File: config.mk
export PLATFORM = sky130hd
export DESIGN_NAME = lockable_reg_bank
export DESIGN_NICKNAME = d
export VERILOG_FILES = /design/src/rtl/lockable_reg_bank_pkg.sv /design/src/rtl/lockable_reg_bank_glock_fsm.sv /design/src/rtl/lockable_reg_bank.sv
export SDC_FILE = /design/constraint.sdc
export NUM_CORES = 1
export LEC_CHECK = 0
export ABC_AREA = 1
export CORE_UTILIZATION = 55
export DETAILED_ROUTE_END_ITERATION = 10
export GPL_TIMING_DRIVEN = 0
export MAX_ROUTING_LAYER = met4
export PLACE_DENSITY = 0.77
export RECOVER_POWER = 50
export SETUP_SLACK_MARGIN = 0.5
export SLEW_MARGIN = 10
export SYNTH_ARGS = -nofsm -noshare
export SYNTH_HDL_FRONTEND = slang
export SYNTH_SLANG_ARGS = --single-unit
File: constraint.sdc
create_clock -name clk -period 7.8 [get_ports clk]
set_input_delay 1.17 -clock clk [delete_from_list [all_inputs] [get_ports clk]]
set_output_delay 1.17 -clock clk [all_outputs]
set_load 0.005 [all_outputs]
File: src/rtl/lockable_reg_bank_pkg.sv
// Shared types and constants for the lockable register bank.
package lockable_reg_pkg;

  typedef enum logic [1:0] {
    IDLE   = 2'd0,
    ARMED  = 2'd1,
    LOCKED = 2'd2
  } glock_state_t;

  localparam logic [7:0] DEFAULT_LOCK_KEY = 8'hA5;

endpackage

File: src/rtl/lockable_reg_bank_glock_fsm.sv
// Global-lock arm/confirm state machine with a timeout window; LOCKED is
// terminal until reset.
module glock_fsm
  import lockable_reg_pkg::*;
#(
  parameter int              DATA_W       = 8,
  parameter logic [DATA_W-1:0] LOCK_KEY   = DATA_W'(DEFAULT_LOCK_KEY),
  parameter int              LOCK_TIMEOUT = 16
) (
  input  logic              clk,
  input  logic              rst,
  input  logic              i_arm,
  input  logic              i_confirm,
  input  logic [DATA_W-1:0] i_key,
  output logic              o_armed,
  output logic              o_global_locked,
  output logic              o_glock_fail
);

  localparam int CNT_W = $clog2(LOCK_TIMEOUT);
  localparam logic [CNT_W-1:0] CNT_LOAD = CNT_W'(LOCK_TIMEOUT - 1);

  glock_state_t     r_state;
  glock_state_t     w_state_nxt;
  logic [CNT_W-1:0] r_cnt;
  logic [CNT_W-1:0] w_cnt_nxt;
  logic             r_fail;
  logic             w_fail_nxt;

  always_ff @(posedge clk or posedge rst) begin
    if (rst) begin
      r_state <= IDLE;
      r_cnt   <= '0;
      r_fail  <= 1'b0;
    end else begin
      r_state <= w_state_nxt;
      r_cnt   <= w_cnt_nxt;
      r_fail  <= w_fail_nxt;
    end
  end

  // A confirm wins over a re-arm, and a re-arm wins over an expiring window.
  always_comb begin
    w_state_nxt = r_state;
    w_cnt_nxt   = r_cnt;
    w_fail_nxt  = 1'b0;
    case (r_state)
      IDLE: begin
        if (i_arm) begin
          w_state_nxt = ARMED;
          w_cnt_nxt   = CNT_LOAD;
        end
      end
      ARMED: begin
        if (i_confirm) begin
          if (i_key == LOCK_KEY) begin
            w_state_nxt = LOCKED;
          end else begin
            w_state_nxt = IDLE;
            w_fail_nxt  = 1'b1;
          end
        end else if (i_arm) begin
          w_cnt_nxt = CNT_LOAD;
        end else if (r_cnt == '0) begin
          w_state_nxt = IDLE;
          w_fail_nxt  = 1'b1;
        end else begin
          w_cnt_nxt = r_cnt - 1'b1;
        end
      end
      LOCKED: begin
        w_state_nxt = LOCKED;
      end
      default: begin
        w_state_nxt = IDLE;
      end
    endcase
  end

  assign o_armed         = (r_state == ARMED);
  assign o_global_locked = (r_state == LOCKED);
  assign o_glock_fail    = r_fail;

endmodule

File: src/rtl/lockable_reg_bank.sv
// Bank of registers with sticky per-register write locks and a key-protected
// global lock; every write/lock request gets a one-cycle ack with error flag.
module lockable_reg_bank
  import lockable_reg_pkg::*;
#(
  parameter int                NUM_REGS     = 8,
  parameter int                DATA_W       = 8,
  parameter int                ADDR_W       = $clog2(NUM_REGS),
  parameter logic [DATA_W-1:0] RESET_VAL    = '0,
  parameter logic [DATA_W-1:0] LOCK_KEY     = DATA_W'(DEFAULT_LOCK_KEY),
  parameter int                LOCK_TIMEOUT = 16
) (
  input  logic                clk,
  input  logic                rst,
  input  logic                wr_en,
  input  logic                lock_en,
  input  logic [ADDR_W-1:0]   wr_addr,
  input  logic [DATA_W-1:0]   wr_data,
  output logic                wr_ack,
  output logic                wr_err,
  input  logic [ADDR_W-1:0]   rd_addr,
  output logic [DATA_W-1:0]   rd_data,
  output logic [NUM_REGS-1:0] lock_status,
  input  logic                glock_arm,
  input  logic                glock_confirm,
  output logic                glock_fail,
  output logic                global_locked
);

  logic [DATA_W-1:0]   r_regs [NUM_REGS];
  logic [NUM_REGS-1:0] r_lock;
  logic                r_ack;
  logic                r_err;
  logic [DATA_W-1:0]   r_rd_data;

  logic w_wr_in_range;
  logic w_rd_in_range;
  logic w_armed;
  logic w_global_locked;
  logic w_consumed;
  logic w_req;
  logic w_wr_ok;
  logic w_lock_ok;
  logic w_err;
  logic w_do_wr;
  logic w_do_lock;

  generate
    if (NUM_REGS == (1 << ADDR_W)) begin : g_full_range
      assign w_wr_in_range = 1'b1;
      assign w_rd_in_range = 1'b1;
    end else begin : g_part_range
      assign w_wr_in_range = (int'(wr_addr) < NUM_REGS);
      assign w_rd_in_range = (int'(rd_addr) < NUM_REGS);
    end
  endgenerate

  glock_fsm #(
    .DATA_W       (DATA_W),
    .LOCK_KEY     (LOCK_KEY),
    .LOCK_TIMEOUT (LOCK_TIMEOUT)
  ) u_glock_fsm (
    .clk             (clk),
    .rst             (rst),
    .i_arm           (glock_arm),
    .i_confirm       (glock_confirm),
    .i_key           (wr_data),
    .o_armed         (w_armed),
    .o_global_locked (w_global_locked),
    .o_glock_fail    (glock_fail)
  );

  // A confirm while armed owns wr_data, so any write/lock that cycle is dropped.
  assign w_consumed = w_armed & glock_confirm;
  assign w_req      = (wr_en | lock_en) & ~w_consumed;
  assign w_wr_ok    = wr_en & w_wr_in_range & ~r_lock[wr_addr] & ~w_global_locked;
  assign w_lock_ok  = lock_en & w_wr_in_range & ~w_global_locked;
  assign w_err      = (wr_en & ~w_wr_ok) | (lock_en & ~w_lock_ok);
  assign w_do_wr    = w_wr_ok & ~w_consumed;
  assign w_do_lock  = w_lock_ok & ~w_consumed;

  always_ff @(posedge clk or posedge rst) begin
    if (rst) begin
      for (int i = 0; i < NUM_REGS; i++) r_regs[i] <= RESET_VAL;
    end else if (w_do_wr) begin
      r_regs[wr_addr] <= wr_data;
    end
  end

  always_ff @(posedge clk or posedge rst) begin
    if (rst) begin
      r_lock    <= '0;
      r_ack     <= 1'b0;
      r_err     <= 1'b0;
      r_rd_data <= '0;
    end else begin
      if (w_do_lock) r_lock[wr_addr] <= 1'b1;
      r_ack     <= w_req;
      r_err     <= w_req & w_err;
      r_rd_data <= w_rd_in_range ? r_regs[rd_addr] : '0;
    end
  end

  assign wr_ack        = r_ack;
  assign wr_err        = r_err;
  assign rd_data       = r_rd_data;
  assign lock_status   = r_lock;
  assign global_locked = w_global_locked;

endmodule

==> impl_metrics.py <==
metrics = {
    "cells_and_area": {
        "syn_to_final_growth_pct": 14.6,
        "final_util_pct": 66.2,
        "final_common_cell": "nand2_1",
        "diodes": 0,
        "fin_nets": 596,
        "layout-drive-gt1-share_pct": 9.14,
        "layout.cells.non_filler": 682,
        "fin_area_mm2": 0.00520,
        "layout.cells.most_common_list": "176 x nand2_1, 89 x dfrtp_1, 68 x nand4_1",
    },
    "grt": {
        "grt_max_degree": 49,
        "antenna_found_initial": 0,
        "grt_pass1_vias": 3880,
        "grt_pass1_wl_um": 19500,
        "grt.overflow.total": 0,
        "gr-usage-all-layers_pct": 31.0,
    },
    "worst_hold_path": {
        "hold_class": "flip-flop to flip-flop",
        "whs_endpoint": "r_regs[9]",
        "min_from": "r_regs[9]",
        "hold_depth": 2,
    },
    "timing": {
        "hold_viol": 0,
        "relSlewSlack_pct": -44.6,
        "fin_ws_ns": 4.64,
        "fin_crit_sh_pct": 40.5,
        "fmax_mhz": 316,
        "finalCriticalPeriod_ns": 3.16,
        "setup_viol": 0,
        "tightest_slew_ns": 2.16,
        "setup_tns_ns": 0,
        "finalMaxSlewViolations": 48,
        "finalClockSkew_ns": 0.0124,
        "rsz0062_at_grt": "false",
        "fin_hold_ws_ns": 0.488,
    },
    "drt": {
        "initialDrtViolationCount": 394,
        "routedWlPerCell_um": 17.7,
        "vias_per_cell": 5.92,
        "drc": 0,
        "drtPass1Iterations": 5,
        "wirelength_um": 12100,
        "vias": 4037,
        "drt.antenna.violating_nets": 0,
    },
    "setup_path": {
        "critPathMaxStageDelay_ns": 0.76,
        "crit_type": "input port to flip-flop",
        "critPathTopFamily": "buffers and inverters",
        "cp_cell_sequence": "dlygate4sd3_1, nand2_1, clkbuf_1, nand3_1, o31ai_1",
        "cp_max_fo": 10,
        "r2r_start": "u_glock_fsm.r_state[0]",
        "ff2ff_path_depth": 6,
        "reg2reg_slack_ns": 5.47,
        "endpoint_kind": "flip-flop",
        "required_ns": 8.08,
        "worstPathArrival_ns": 3.44,
        "start_kind": "input port",
        "timing.rr.end": "lock_status[4]",
        "crit_buf_inv": 2,
        "crit_slowest_cell": "clkbuf_1",
    },
    "yosys": {
        "ys_types": 27,
        "ys_seq_area_share_pct": 49.1,
        "syn_avg_cell_area_um2": 8.50,
        "ys_seq_elements": 89,
        "syn_nets": 555,
        "syn_area_mm2": 0.00454,
        "synth-main-ff-cell": "dfrtp_1",
        "yosysWarnings": 0,
        "async_reset_ff_share_pct": 100,
        "synth_edf_count": 0,
        "synthCells": 534,
    },
    "place": {
        "io_buffers": 29,
        "dp_slack_ns": 4.71,
        "dp.cells": 666,
        "post-dp-hpwl_um": 8350,
        "gp_congestion": 0.916,
        "dpl_cell_area_mm2": 0.00498,
    },
    "cts": {
        "clkTransAtPathRegs_ns": 0.10,
        "cts_root_buffer": "clkbuf_8",
        "cts_made_buffers": 9,
        "post_cts_resized": 0,
        "cts_max_path_buffers": 2,
        "htree_levels": 3,
        "clk-insertion-delay-late_ns": 0.38,
        "cts_tree": "yes",
        "cts_hold_buf": 0,
        "postCtsSetupBuffers": 0,
        "clock-sinks": 89,
    },
    "die": {
        "die_area_mm2": 0.00862,
        "die_h_um": 92.8,
        "fp-row-count": 32,
        "initial_core_util_pct": 57.8,
        "core_mm2": 0.00785,
        "ioPinCount": 40,
        "die_w_um": 92.8,
    },
    "pwr": {
        "ir_worst_vdd_mv": 0.0895,
        "power.density_mw_per_mm2": 178,
        "p_leak_nw": 2.53,
        "finalPower_uw": 925,
    },
    "status": {
        "status": "complete, but fails checks",
        "violations": "max-capacitance violations, max-slew violations",
    },
    "run": {
        "drv_cap": 1,
    },
}
[worst register-to-register path: stages, from the launching register on]
cell and delay, ns:
dfrtp_1 0.40, inv_1 0.09, nor2_1 0.07, nand2_1 0.08, clkbuf_1 0.76, nand3_1 0.48, o31ai_1 0.36
[metal layers]
metal,part of all wire (%),track usage (%),vias up
met5,0,-,-
met4,4.0,16.3,0
met3,8.7,5.42,42
met2,46,46.3,204
met1,41,40.6,1893
li1,-,-,1898
[cells by family after synthesis]
family                     after synthesis  share of synthesized area (%)
AOI/OAI and AO/OA                       49                           7.17
xor gates and xnor gates                 1                          0.193
adders and majority gates                1                          0.276
buffers and inverters                   61                           6.45
DFF                                     89                           49.1
and+or+nand+nor                        333                           36.8
[cell type report]
cell class / instances / area (um2)
multi-input combinational: 384 / 2020
sequential: 89 / 2230
inverter: 26 / 98.8
tap: 102 / 128
fill: 671 / 2650
timing repair buffer: 30 / 310
clock inverter: 7 / 101
clock buffer: 9 / 124
buffer: 35 / 191
[worst max-delay path by stage]
stage / from / endpoint / slack (ns) / depth (start not counted)
5_1_grt: glock_confirm / lock_status[6] / 4.54 / 5
4_1_cts: wr_addr[1] / r_regs[2] / 5.10 / 6
3_5_place_dp: wr_addr[1] / r_regs[0] / 4.71 / 6
3_3_place_gp: rst / u_glock_fsm.r_cnt[2] / 2.94 / 2
6_report: glock_confirm / lock_status[4] / 4.64 / 5
2_1_floorplan: rst / lock_status[0] / 4.32 / 1
[cells in the mapped netlist (7+ instances only)]
master	number	share of area [%]
nand2_1	176	15
nand3_1	7	0.77
nor2_1	56	4.6
dfrtp_1	89	49
o32ai_1	16	3.1
nand4_1	68	9.4
clkbuf_1	25	2.1
buf_6	7	1.7
inv_1	21	1.7
o21ai_0	23	2.5
nand4_4	8	3.7
[power by group]
part	switching (mW)	internal (mW)	total (mW)
Sequential	0.00344	0.469	0.472
Clock	0.182	0.183	0.365
Combinational	0.0594	0.0282	0.0876
[flip-flops by register name, summed over array words and instances (netlist names)]
name,flops
lock_status,8
r_regs,64
rd_data,8
u_glock_fsm.o_glock_fail,1
u_glock_fsm.r_cnt,4
u_glock_fsm.r_state,2
wr_ack,1
wr_err,1
Power figures use the tool's default switching activity.
